`src/rtl/decode_ctrl.sv`:
```
// Fetch/decode/execute/writeback sequencer for a small ARM-like core, with WFI sleep.
// Define DECODE_CTRL_COND_EXEC_EN to honour the cond field; otherwise every instruction runs as AL.
//
// state     | meaning
// ----------+-----------------------------------------------
// RST_IDLE  | one settle cycle after reset release
// FETCH     | fetch_req held until fetch_ack captures IR
// DECODE    | fields driven, cond evaluated and latched
// EXECUTE   | cu_execute pulse, undef_err for illegal op
// WRITEBACK | write pulses, pc update
// SLEEP     | WFI, waiting for irq
module decode_ctrl (
    input  logic        clk,
    input  logic        rst,
    output logic        fetch_req,
    output logic [31:0] fetch_addr,
    input  logic        fetch_ack,
    input  logic [31:0] fetch_data,
    input  logic        in_n,
    input  logic        in_z,
    input  logic        in_c,
    input  logic        in_v,
    input  logic [31:0] alu_w_pc,
    input  logic [31:0] lr_in,
    input  logic        irq,
    output logic        cu_execute,
    output logic [4:0]  instrution,
    output logic        IMM,
    output logic        S,
    output logic [1:0]  stype,
    output logic [4:0]  imm_shift,
    output logic [11:0] imm_operand,
    output logic        br_L,
    output logic [23:0] br_offset_imm,
    output logic [3:0]  rd_idx,
    output logic [3:0]  rn_idx,
    output logic [3:0]  rm_idx,
    output logic [3:0]  rs_idx,
    output logic        rd_we,
    output logic        flags_we,
    output logic        lr_we,
    output logic        undef_err,
    output logic [31:0] pc,
    output logic        sleeping
);

    typedef enum logic [2:0] {
        RST_IDLE  = 3'd0,
        FETCH     = 3'd1,
        DECODE    = 3'd2,
        EXECUTE   = 3'd3,
        WRITEBACK = 3'd4,
        SLEEP     = 3'd5
    } state_t;

    state_t      state, state_nxt;
    logic [31:0] ir;
    logic        cond_ok;
    logic        cond_eval;
    logic [4:0]  op;
    logic        op_valid;
    logic        taken;
    logic        active;
    logic        unused_cond_inputs;

    assign op       = ir[27:23];
    assign op_valid = ~op[4];
    assign taken    = cond_ok & op_valid;

`ifdef DECODE_CTRL_COND_EXEC_EN
    always_comb begin
        cond_eval = 1'b0;
        case (ir[31:28])
            4'h0: cond_eval = in_z;
            4'h1: cond_eval = ~in_z;
            4'h2: cond_eval = in_c;
            4'h3: cond_eval = ~in_c;
            4'h4: cond_eval = in_n;
            4'h5: cond_eval = ~in_n;
            4'h6: cond_eval = in_v;
            4'h7: cond_eval = ~in_v;
            4'h8: cond_eval = in_c & ~in_z;
            4'h9: cond_eval = ~in_c | in_z;
            4'hA: cond_eval = (in_n == in_v);
            4'hB: cond_eval = (in_n != in_v);
            4'hC: cond_eval = ~in_z & (in_n == in_v);
            4'hD: cond_eval = in_z | (in_n != in_v);
            4'hE: cond_eval = 1'b1;
            default: cond_eval = 1'b0;
        endcase
    end
    assign unused_cond_inputs = 1'b0;
`else
    assign cond_eval          = 1'b1;
    assign unused_cond_inputs = ^{in_n, in_z, in_c, in_v, ir[31:28]};
`endif

    always_ff @(posedge clk) begin
        if (rst) begin
            state   <= RST_IDLE;
            pc      <= 32'd0;
            ir      <= 32'd0;
            cond_ok <= 1'b0;
        end else begin
            state <= state_nxt;
            if (state == FETCH && fetch_ack)
                ir <= fetch_data;
            if (state == DECODE)
                cond_ok <= cond_eval;
            if (state == WRITEBACK) begin
                if (taken && (op == 5'h0C || op == 5'h0D))
                    pc <= alu_w_pc;
                else if (taken && op == 5'h0B)
                    pc <= lr_in;
                else
                    pc <= pc + 32'd4;
            end
        end
    end

    always_comb begin
        state_nxt = state;
        case (state)
            RST_IDLE:  state_nxt = FETCH;
            FETCH:     if (fetch_ack) state_nxt = DECODE;
            DECODE:    state_nxt = EXECUTE;
            EXECUTE:   state_nxt = WRITEBACK;
            WRITEBACK: state_nxt = (taken && op == 5'h0A) ? SLEEP : FETCH;
            SLEEP:     if (irq) state_nxt = FETCH;
            default:   state_nxt = RST_IDLE;
        endcase
    end

    // Decoded bundle is held from DECODE through WRITEBACK and parked at zero elsewhere.
    assign active = (state == DECODE) || (state == EXECUTE) || (state == WRITEBACK);

    always_comb begin
        instrution    = 5'h1F;
        IMM           = 1'b0;
        S             = 1'b0;
        br_L          = 1'b0;
        stype         = 2'd0;
        imm_shift     = 5'd0;
        imm_operand   = 12'd0;
        br_offset_imm = 24'd0;
        rd_idx        = 4'd0;
        rn_idx        = 4'd0;
        rm_idx        = 4'd0;
        rs_idx        = 4'd0;
        if (active) begin
            instrution    = op_valid ? op : 5'h1F;
            IMM           = ir[22];
            S             = ir[21];
            br_L          = ir[21];
            stype         = ir[1:0];
            imm_shift     = ir[8:4];
            imm_operand   = ir[11:0];
            br_offset_imm = {3'b000, ir[20:0]};
            rd_idx        = ir[20:17];
            rn_idx        = ir[16:13];
            rm_idx        = ir[12:9];
            rs_idx        = ir[8:5];
        end
    end

    assign fetch_req  = (state == FETCH);
    assign fetch_addr = fetch_req ? pc : 32'd0;
    assign sleeping   = (state == SLEEP);
    assign cu_execute = (state == EXECUTE) && taken;
    assign undef_err  = (state == EXECUTE) && !op_valid;
    assign rd_we      = (state == WRITEBACK) && taken && (op <= 5'h08 || op == 5'h0E);
    assign flags_we   = (state == WRITEBACK) && taken && ir[21] && (op <= 5'h08);
    assign lr_we      = (state == WRITEBACK) && taken && ir[21] && (op == 5'h0C || op == 5'h0D);

endmodule

```
`config.mk`:
```
export PLATFORM = sky130hd
export DESIGN_NAME = decode_ctrl
export DESIGN_NICKNAME = d
export VERILOG_FILES = /design/src/rtl/decode_ctrl.sv
export SDC_FILE = /design/constraint.sdc
export NUM_CORES = 1
export LEC_CHECK = 0
export ABC_AREA = 0
export CORE_MARGIN = 2
export CORE_UTILIZATION = 39
export CTS_BUF_LIST = sky130_fd_sc_hd__clkbuf_16
export DETAILED_ROUTE_END_ITERATION = 16
export PLACE_DENSITY = 0.81
export SLEW_MARGIN = 5
export SYNTH_ARGS = -nofsm -noshare
export SYNTH_HDL_FRONTEND = slang
export SYNTH_SLANG_ARGS = --single-unit
```
`constraint.sdc`:
```
create_clock -name clk -period 2.63 [get_ports clk]
set_input_delay 0.526 -clock clk [delete_from_list [all_inputs] [get_ports clk]]
set_output_delay 0.526 -clock clk [all_outputs]
set_load 0.005 [all_outputs]
```
# Word level (Yosys, flattened, before mapping)

Index checks and enable logic that the tools add are counted.

Add/sub/neg operators: 1
Magnitude comparators: 1
Equality and inequality tests: 12
Mux-type cells: 19
Bitwise logic cells: 2
Reduce and logical (&&, ||, !) cells: 17

Operators by type and width:

| operator                | count |
|---|---|
| $mux W32                | 3 |
| $add A32 B3 Y32 const B | 1 |
| $eq A5 B4 Y1 const B    | 5 |
| $mux W21                | 1 |
| $pmux W3 S6             | 1 |
| $mux W4                 | 4 |
| $mux W5                 | 3 |
| $mux W12                | 1 |
| $logic_and A1 B1 Y1     | 11 |
| $mux W3                 | 3 |
| $eq A3 B2 Y1 const B    | 2 |
| $eq A3 B3 Y1 const B    | 2 |
| $le A5 B4 Y1 const B    | 1 |
| $logic_or A1 B1 Y1      | 4 |
| $eq A3 B1 Y1 const B    | 1 |
| $logic_not A3 Y1        | 1 |
| $mux W1                 | 2 |
| $mux W2                 | 1 |
| $ne A2 B1 Y1 const B    | 1 |
| $ne A2 B2 Y1 const B    | 1 |
| $reduce_and A2 Y1       | 1 |
| $and A1 B1 Y1           | 1 |
| $not A1 Y1              | 1 |

Bits in registers: 64
Bits of input ports: 104
Output and inout bits: 138
Logic and storage cells: 56

# Logic depth before layout (Yosys ltp)

Gate-level depths: netlist of run 1.

Word-level depth: 5
Depth in mapped cells: 9
Mapped depth without buffers: 6

# Least setup slack after synthesis of run 1

Ideal clock, no wire load.

Path kind: register to output
Start: reg state[1]
End: out imm_operand[5]
Arrival time: 1.621 ns
Data required time: 2.104 ns
Setup slack: 0.483 ns
Stages on the path, launching flop included: 7
Buffers on the path: 3
Path through: dfxtp_1 clkbuf_1 or3b_2 nand2_1 clkbuf_1 and2_1 buf_4

Cells in the longest elaborated chain, start to end: 4

RTL lines:

| item                   | line | RTL |
|---|---|---|
| from (decl)            | 56   | `state_t state, state_nxt;` |
| from (signal assigned) | 105  | `state <= state_nxt;` |
| $eq A3 B2 Y1           | 135  | `assign active = (state == DECODE) \|\| (state == EXECUTE) \|\| (state == WRITEBACK);` |
| $logic_or A1 B1 Y1     | 135  |  |
| $logic_or A1 B1 Y1 *   | 135  |  |
| $mux W12 *             | 150  | `if (active) begin` |
| to (decl)              | 32   | `output logic [11:0] imm_operand,` |

Every way passes the cells marked *; elsewhere a longest branch is shown, timed or not.

# Final worst setup path of run 1

Start: reg state[0]
End: out rs_idx[3]

Cells in the longest elaborated chain, start to end: 4

RTL lines:

| item                 | line | RTL |
|---|---|---|
| $eq A3 B2 Y1         | 135  |  |
| $logic_or A1 B1 Y1   | 135  |  |
| $logic_or A1 B1 Y1 * | 135  |  |
| $mux W4 *            | 150  |  |
| to (decl)            | 38   | `output logic [3:0] rs_idx,` |

Marks and branches as above.

==> impl_metrics.prom, run 1 <==
# TYPE chip_impl_metric gauge
chip_impl_metric{name="report.final.setup_viol",unit=""} 0
chip_impl_metric{name="clkSinkCount",unit=""} 64
chip_impl_info{name="min_to",value="ir[14]"} 1
chip_impl_metric{name="setup.reg_to_reg.worst_slack",unit="ps"} 350
chip_impl_info{name="crit_slowest_cell",value="clkdlybuf4s50_1"} 1
chip_impl_metric{name="internal_power",unit="uW"} 1880
chip_impl_metric{name="numCtsBuffers",unit=""} 9
chip_impl_metric{name="mappedNetlistArea",unit="um2"} 4230
chip_impl_metric{name="postSynth.asyncResetShare",unit=""} 0
chip_impl_metric{name="fin_nets",unit=""} 843
chip_impl_metric{name="area_growth_syn_to_layout",unit="%"} 58.2
chip_impl_metric{name="power.combinational.fraction",unit=""} 0.161
chip_impl_metric{name="clock_tree.buffer_depth",unit=""} 2
chip_impl_metric{name="timing.clock.skew",unit="ps"} 8.43
chip_impl_metric{name="power.net_switching",unit="uW"} 616
chip_impl_metric{name="grt_first_pass_wirelength",unit="um"} 22600
chip_impl_info{name="largest_family_of_logic_cells_by_synthesized_area",value="simple AND/OR/NAND/NOR gates"} 1
chip_impl_metric{name="fillCellCount",unit=""} 893
chip_impl_metric{name="cap_violations",unit=""} 0
chip_impl_info{name="most_frequent_standard_cell_in_the_layout_excluding_fill_and_tap_cells",value="clkdlybuf4s50_1"} 1
chip_impl_metric{name="routed-via-count",unit=""} 4870
chip_impl_metric{name="worst_slew_pin_slew",unit="ps"} 746
chip_impl_metric{name="fmax",unit="MHz"} 390
chip_impl_metric{name="ctsHoldBuffers",unit=""} 0
chip_impl_metric{name="synth_cells",unit=""} 560
chip_impl_metric{name="postRouteAntennaNets",unit=""} 0
chip_impl_metric{name="core_area",unit="um2"} 10700
chip_impl_metric{name="cellLeakagePower",unit="uW"} 0.00251
chip_impl_info{name="grt_setup_unrepaired",value="false"} 1
chip_impl_metric{name="first_global_vias",unit=""} 4657
chip_impl_metric{name="initial_utilization",unit=""} 0.396
chip_impl_info{name="cp-end-kind",value="primary output"} 1
chip_impl_metric{name="cts.htree.levels",unit=""} 3
chip_impl_metric{name="slew_headroom",unit=""} 0.499
chip_impl_metric{name="depth_of_the_most_critical_reg_to_reg_path",unit=""} 8
chip_impl_metric{name="port_buffers",unit=""} 230
chip_impl_metric{name="report.power.total",unit="uW"} 2490
chip_impl_metric{name="number_of_antenna_violations_at_the_first_check_in_global_routing",unit=""} 0
chip_impl_metric{name="number_of_enable_type_register_cells_in_the_synthesized_netlist",unit=""} 0
chip_impl_metric{name="dr.pass1.iters",unit=""} 5
chip_impl_metric{name="finalMaxSlewViolations",unit=""} 0
chip_impl_info{name="cp-start-kind",value="flip-flop"} 1
chip_impl_metric{name="post-place-ws",unit="ps"} 133
chip_impl_metric{name="drt-wirelength-per-cell",unit="um"} 17.0
chip_impl_metric{name="crit_arrival",unit="ps"} 2040
chip_impl_metric{name="row_count",unit=""} 38
chip_impl_info{name="mostFrequentLayoutCells",value="clkdlybuf4s50_1, nand2_1, a21oi_1"} 1
chip_impl_metric{name="cts.clk_slew.worst_paths",unit="ps"} 50
chip_impl_info{name="run_status",value="finished, final reports clean"} 1
chip_impl_metric{name="fp.dieH",unit="um"} 108
chip_impl_metric{name="synth_area_per_cell",unit="um2"} 7.56
chip_impl_metric{name="antenna_cells_inserted",unit=""} 0
chip_impl_info{name="critPathKind",value="reg -> out"} 1
chip_impl_metric{name="post_synth_num_cell_types",unit=""} 61
chip_impl_metric{name="dpl.hpwl",unit="um"} 10900
chip_impl_metric{name="fin_crit",unit="ps"} 2560
chip_impl_metric{name="timing_hold_violations_final",unit=""} 0
chip_impl_metric{name="synth-xor-area-share",unit=""} 0.0228
chip_impl_metric{name="synth-seq-cells",unit=""} 64
chip_impl_metric{name="final.hold.worst_slack",unit="ps"} 447
chip_impl_metric{name="post_synth_mux_area_share",unit=""} 0.00473
chip_impl_metric{name="clk-insertion-delay-late",unit="ps"} 330
chip_impl_metric{name="drc",unit=""} 0
chip_impl_metric{name="clockPowerShare",unit=""} 0.422
chip_impl_info{name="tritoncts",value="built"} 1
chip_impl_metric{name="pin_count_of_the_biggest_net_entering_global_routing",unit=""} 53
chip_impl_metric{name="crit_path_max_fanout",unit=""} 24
chip_impl_metric{name="die_w",unit="um"} 108
chip_impl_info{name="hold_path.startpoint",value="ir[14]"} 1
chip_impl_metric{name="finalWorstSetupSlack",unit="ps"} 67.7
chip_impl_metric{name="die-area",unit="um2"} 11700
chip_impl_metric{name="worst_ir_drop_vdd",unit="mV"} 0.234
chip_impl_metric{name="hold-path-cell-count",unit=""} 2
chip_impl_metric{name="layoutNonFillerInstCount",unit=""} 883
chip_impl_info{name="cp_cell_sequence",value="or3b_4, nand2_2, buf_12, and2_4, clkdlybuf4s50_1"} 1
chip_impl_info{name="path_delay_family",value="simple AND/OR/NAND/NOR gates"} 1
chip_impl_metric{name="tns",unit="ps"} 0
chip_impl_info{name="synth-main-ff-cell",value="dfxtp_1"} 1
chip_impl_metric{name="drt_first_iter_violations",unit=""} 237
chip_impl_metric{name="power.switching_fraction",unit=""} 0.247
chip_impl_metric{name="place_congestion",unit=""} 0.847
chip_impl_metric{name="seqPwrFrac",unit=""} 0.417
chip_impl_metric{name="sequential_area_share_after_synthesis",unit=""} 0.303
chip_impl_metric{name="cp_num_buf_inv",unit=""} 2
chip_impl_metric{name="critical-path-max-stage-delay",unit="ps"} 520
chip_impl_metric{name="synth-compound-area-share",unit=""} 0.249
chip_impl_metric{name="globalRoute.totalOverflow",unit=""} 0
chip_impl_info{name="crit-reg2reg-capture",value="pc[31]"} 1
chip_impl_metric{name="power-per-cell-area",unit="nW/um2"} 372
chip_impl_info{name="timing.rr.start",value="state[1]"} 1
chip_impl_metric{name="timing.critical_path.required",unit="ps"} 2100
chip_impl_info{name="library_cell_used_as_clock_root_buffer",value="clkbuf_16"} 1
chip_impl_info{name="hold_class",value="reg -> reg"} 1
chip_impl_metric{name="adder_and_majority_gate_portion_of_the_synthesized_area",unit=""} 0.00296
chip_impl_metric{name="routed_wirelength",unit="um"} 15000
chip_impl_metric{name="drive_above_1_share",unit=""} 0.0740
chip_impl_metric{name="synthSimpleGateAreaFrac",unit=""} 0.292
chip_impl_metric{name="boundaryPins",unit=""} 242
chip_impl_metric{name="finalCritPeriodShare",unit=""} 0.974
chip_impl_metric{name="vias_per_cell",unit=""} 5.52
chip_impl_metric{name="numPlacedInstances",unit=""} 867
chip_impl_metric{name="total_number_of_yosys_warnings",unit=""} 0
chip_impl_metric{name="grt_usage",unit=""} 0.244
-- worst max path at each step --
stage	start	to	cells past startpoint	slack (ps)
final	state[0]	rs_idx[3]	5	70
after global routing	state[2]	br_offset_imm[0]	5	7
after CTS	state[0]	fetch_addr[5]	6	4
after detailed placement	state[2]	lr_we	4	130
after global placement	state[2]	lr_we	4	180
after floorplan	state[1]	imm_operand[5]	6	480
-- flip-flops by register name (all words and copies together) (netlist names) --
name,cells
state,3
ir,28
cond_ok,1
pc,32
-- metal layers --
metal / part of all wire / vias up / global-route usage
met5: 0 / - / 0
met4: 0.014 / 0 / 0.0943
met3: 0.11 / 21 / 0.0645
met2: 0.50 / 276 / 0.433
met1: 0.38 / 2245 / 0.279
li1: - / 2328 / -
-- metrics by stage --
stage,util,cell area [um2]
finish,0.626,6690
global route,0.626,6690
CTS,0.623,6660
detailed placement,0.596,6380
global placement,0.596,6380
floorplan,-,4240
-- area by class of cell --
| cell class | instances | area [um2] | area share |
|---|---|---|---|
| Clock buffer | 9 | 225 | 0.0336 |
| Clock inverter | 7 | 38.8 | 0.00579 |
| Inverter | 5 | 18.8 | 0.00280 |
| Multi-Input combinational cell | 412 | 2480 | 0.370 |
| Sequential cell | 64 | 1280 | 0.192 |
| Tap cell | 140 | 175 | 0.0262 |
| Timing Repair Buffer | 246 | 2480 | 0.370 |
-- cells by family (layout without fill, tap and decap cells) --
logic type	Yosys count	in the layout
compound gates	165	165
xor+xnor	11	11
fa+ha+maj	1	1
buf+inv	86	267
flops	64	64
mux	2	2
other cells	1	3
simple gates	230	230
-- repair_timing --
action | 4_1_cts | 5_1_grt
setup buffers | 0 | 0
endpoints found under the hold margin | 0 | 0
cloned | 0 | 0
pin swaps | 0 | 3
gates resized for setup | 9 | 12
endpoints found under the setup margin | 47 | 46
-- synthesized netlist by cell type (4+ instances only) --
cell type  count  share of area
a211oi_1       6          0.011
a21oi_1       66          0.078
and2_1        58          0.086
and3_1         9          0.013
buf_2         10          0.012
buf_4         40          0.071
buf_6          6          0.016
clkbuf_1      25          0.022
dfxtp_1       64           0.30
inv_1          5         0.0044
nand2_1       75          0.067
nand3_1       15          0.018
nand4_1       12          0.018
nor2_1        12          0.011
nor2b_1        7          0.010
nor3_1         9          0.011
nor4_1         5         0.0074
o211a_1        6          0.014
o211ai_1       6          0.011
o21a_1         8          0.014
o21ai_0       23          0.027
o22ai_1       18          0.027
or3_1          6         0.0089
xnor2_1        4         0.0083
xor2_1         7          0.014
-- worst min-delay path: cells and delay by family (launching register included) --
family,cells,cell delay [ps]
flip-flops,1,300
AO/OA/AOI/OAI,1,50
AND/OR/NAND/NOR,1,50
-- power by group through the flow --
stage	sequential, uW	combinational (uW)	clock, uW
floorplan	1050	153	0
global placement	1050	385	0
detailed placement	1060	393	0
CTS	1040	397	1070
global route	1040	431	1120
finish	1040	402	1050
No activity file was read; power rests on OpenSTA's default activity.
==> run 2, diff against run 1 <==
- CORE_MARGIN: 2 -> 3
- HOLD_SLACK_MARGIN: default -> 0.12
==> impl_metrics.prom, run 2 (synthesis results as in run 1) <==
# TYPE chip_impl_metric gauge
chip_impl_metric{name="finalWorstSetupSlack",unit="ps"} 73.0
chip_impl_metric{name="cts.clk_slew.worst_paths",unit="ps"} 50
chip_impl_metric{name="ctsHoldBuffers",unit=""} 0
chip_impl_metric{name="fillCellCount",unit=""} 869
chip_impl_metric{name="largest_reg_flops",unit=""} 32
chip_impl_metric{name="hold-path-cell-count",unit=""} 2
chip_impl_metric{name="numCtsBuffers",unit=""} 9
chip_impl_metric{name="slew_headroom",unit=""} 0.547
chip_impl_metric{name="dpl.hpwl",unit="um"} 11100
chip_impl_metric{name="fp.dieH",unit="um"} 110
chip_impl_info{name="mostFrequentLayoutCells",value="clkdlybuf4s50_1, nand2_1, a21oi_1"} 1
chip_impl_metric{name="clk-insertion-delay-late",unit="ps"} 330
chip_impl_metric{name="crit_path_max_fanout",unit=""} 24
chip_impl_info{name="tritoncts",value="built"} 1
chip_impl_metric{name="vias_per_cell",unit=""} 5.52
chip_impl_metric{name="globalRoute.totalOverflow",unit=""} 0
chip_impl_metric{name="report.power.total",unit="uW"} 2620
chip_impl_info{name="largest-register",value="pc"} 1
chip_impl_metric{name="finalCritPeriodShare",unit=""} 0.972
chip_impl_metric{name="place_congestion",unit=""} 0.880
chip_impl_metric{name="finalMaxSlewViolations",unit=""} 0
chip_impl_metric{name="power-per-cell-area",unit="nW/um2"} 384
chip_impl_metric{name="drt-wirelength-per-cell",unit="um"} 17.7
chip_impl_metric{name="drc",unit=""} 0
chip_impl_info{name="cp-start-kind",value="flip-flop"} 1
chip_impl_metric{name="post-place-ws",unit="ps"} 168
chip_impl_metric{name="port_buffers",unit=""} 230
chip_impl_metric{name="fin_nets",unit=""} 851
chip_impl_info{name="critPathKind",value="reg -> out"} 1
chip_impl_metric{name="routed-via-count",unit=""} 4899
chip_impl_metric{name="clock_tree.buffer_depth",unit=""} 2
chip_impl_metric{name="dr.pass1.iters",unit=""} 5
chip_impl_metric{name="area_growth_syn_to_layout",unit="%"} 60.9
chip_impl_metric{name="number_of_antenna_violations_at_the_first_check_in_global_routing",unit=""} 0
chip_impl_metric{name="pin_count_of_the_biggest_net_entering_global_routing",unit=""} 53
chip_impl_metric{name="depth_of_the_most_critical_reg_to_reg_path",unit=""} 8
chip_impl_metric{name="fmax",unit="MHz"} 391
chip_impl_metric{name="crit_arrival",unit="ps"} 2030
chip_impl_metric{name="report.final.setup_viol",unit=""} 0
chip_impl_info{name="run_status",value="finished, final reports clean"} 1
chip_impl_metric{name="timing.clock.skew",unit="ps"} 10.5
chip_impl_metric{name="drt_first_iter_violations",unit=""} 277
chip_impl_metric{name="grt_first_pass_wirelength",unit="um"} 23400
chip_impl_metric{name="final.hold.worst_slack",unit="ps"} 451
chip_impl_metric{name="cellLeakagePower",unit="uW"} 0.00256
chip_impl_metric{name="timing.critical_path.required",unit="ps"} 2100
chip_impl_metric{name="antenna_cells_inserted",unit=""} 0
chip_impl_metric{name="worst_slew_pin_slew",unit="ps"} 674
chip_impl_info{name="library_cell_used_as_clock_root_buffer",value="clkbuf_16"} 1
chip_impl_metric{name="layout.core_utilization",unit=""} 0.654
chip_impl_metric{name="row_count",unit=""} 37
chip_impl_metric{name="cts.htree.levels",unit=""} 3
chip_impl_metric{name="drive_above_1_share",unit=""} 0.0812
chip_impl_info{name="cp-end-kind",value="primary output"} 1
chip_impl_metric{name="initial_utilization",unit=""} 0.406
chip_impl_metric{name="core_area",unit="um2"} 10400
chip_impl_info{name="hold_class",value="reg -> reg"} 1
chip_impl_metric{name="clkSinkCount",unit=""} 64
chip_impl_metric{name="boundaryPins",unit=""} 242
chip_impl_metric{name="first_global_vias",unit=""} 4770
chip_impl_metric{name="fin_crit",unit="ps"} 2560
chip_impl_metric{name="timing_hold_violations_final",unit=""} 0
chip_impl_metric{name="cap_violations",unit=""} 0
chip_impl_metric{name="die-area",unit="um2"} 12100
chip_impl_metric{name="grt_usage",unit=""} 0.246
chip_impl_metric{name="die_w",unit="um"} 110
chip_impl_info{name="largestRegisters",value="pc x32, ir x28, state x3"} 1
chip_impl_metric{name="routed_wirelength",unit="um"} 15700
chip_impl_info{name="most_frequent_standard_cell_in_the_layout_excluding_fill_and_tap_cells",value="clkdlybuf4s50_1"} 1
chip_impl_metric{name="tns",unit="ps"} 0
chip_impl_metric{name="worst_ir_drop_vdd",unit="mV"} 0.231
chip_impl_metric{name="postRouteAntennaNets",unit=""} 0
## run 2: cell types whose count changed in the layout (fill, tap and decap cells not counted), sizes merged
cell	change
buf	+6
clkbuf	+2
clkinv	-2
inv	+2
bufinv	+1
clkdlybuf4s50	+1
clkinvlp	-1
dlymetal6s2s	-1
## run 2: layout make-up
class                   count  area, um2  share of cell area
repair buffers            254       2580               0.378
multi-input cells         412       2480               0.364
flip-flops and latches     64       1280               0.188
clock buffers               9        225              0.0331
well taps                 136        170              0.0250
clock inverters             7       55.1             0.00808
inverters                   5       18.8             0.00276
## run 2: critical path, stage by stage (launching register included)
cell and delay [ps]:
dfxtp_2 320, or3b_4 430, nand2_2 90, buf_12 150, and2_1 170, clkdlybuf4s50_1 530
## run 2: worst paths after layout
path | start | endpoint | slack, ps
setup / recovery | state[0] | br_offset_imm[16] | 70
hold / removal | ir[19] | ir[19] | 450
setup reg to reg | state[2] | pc[31] | 350
hold reg to reg | ir[19] | ir[19] | 450
## run 2: what timing repair did
item,4_1_cts,5_1_grt
buffers inserted,0,1
resized for setup,14,9
setup endpoints to repair,78,33
pin swaps,0,2
cloned,0,3
## run 2: stage by stage
step / cell area (um2) / instances
2_1_floorplan: 4240 / 562
3_3_place_gp: 6380 / 867
3_5_place_dp: 6380 / 867
5_1_grt: 6810 / 887
6_report: 6810 / 887
4_1_cts: 6700 / 883
## run 2: where the power goes
group | total (uW) | switching, uW | internal [uW]
registers | 1040 | 32.6 | 1010
clock network | 1130 | 416 | 715
logic | 447 | 175 | 272
## run 2: per-layer routing
metal / vias to the layer above / track usage / share of wire
met1: 2271 / 0.284 / 0.38
met2: 278 / 0.431 / 0.50
met3: 24 / 0.0582 / 0.11
met4: 0 / 0.108 / 0.020
met5: - / 0 / 0
li1: 2326 / - / -
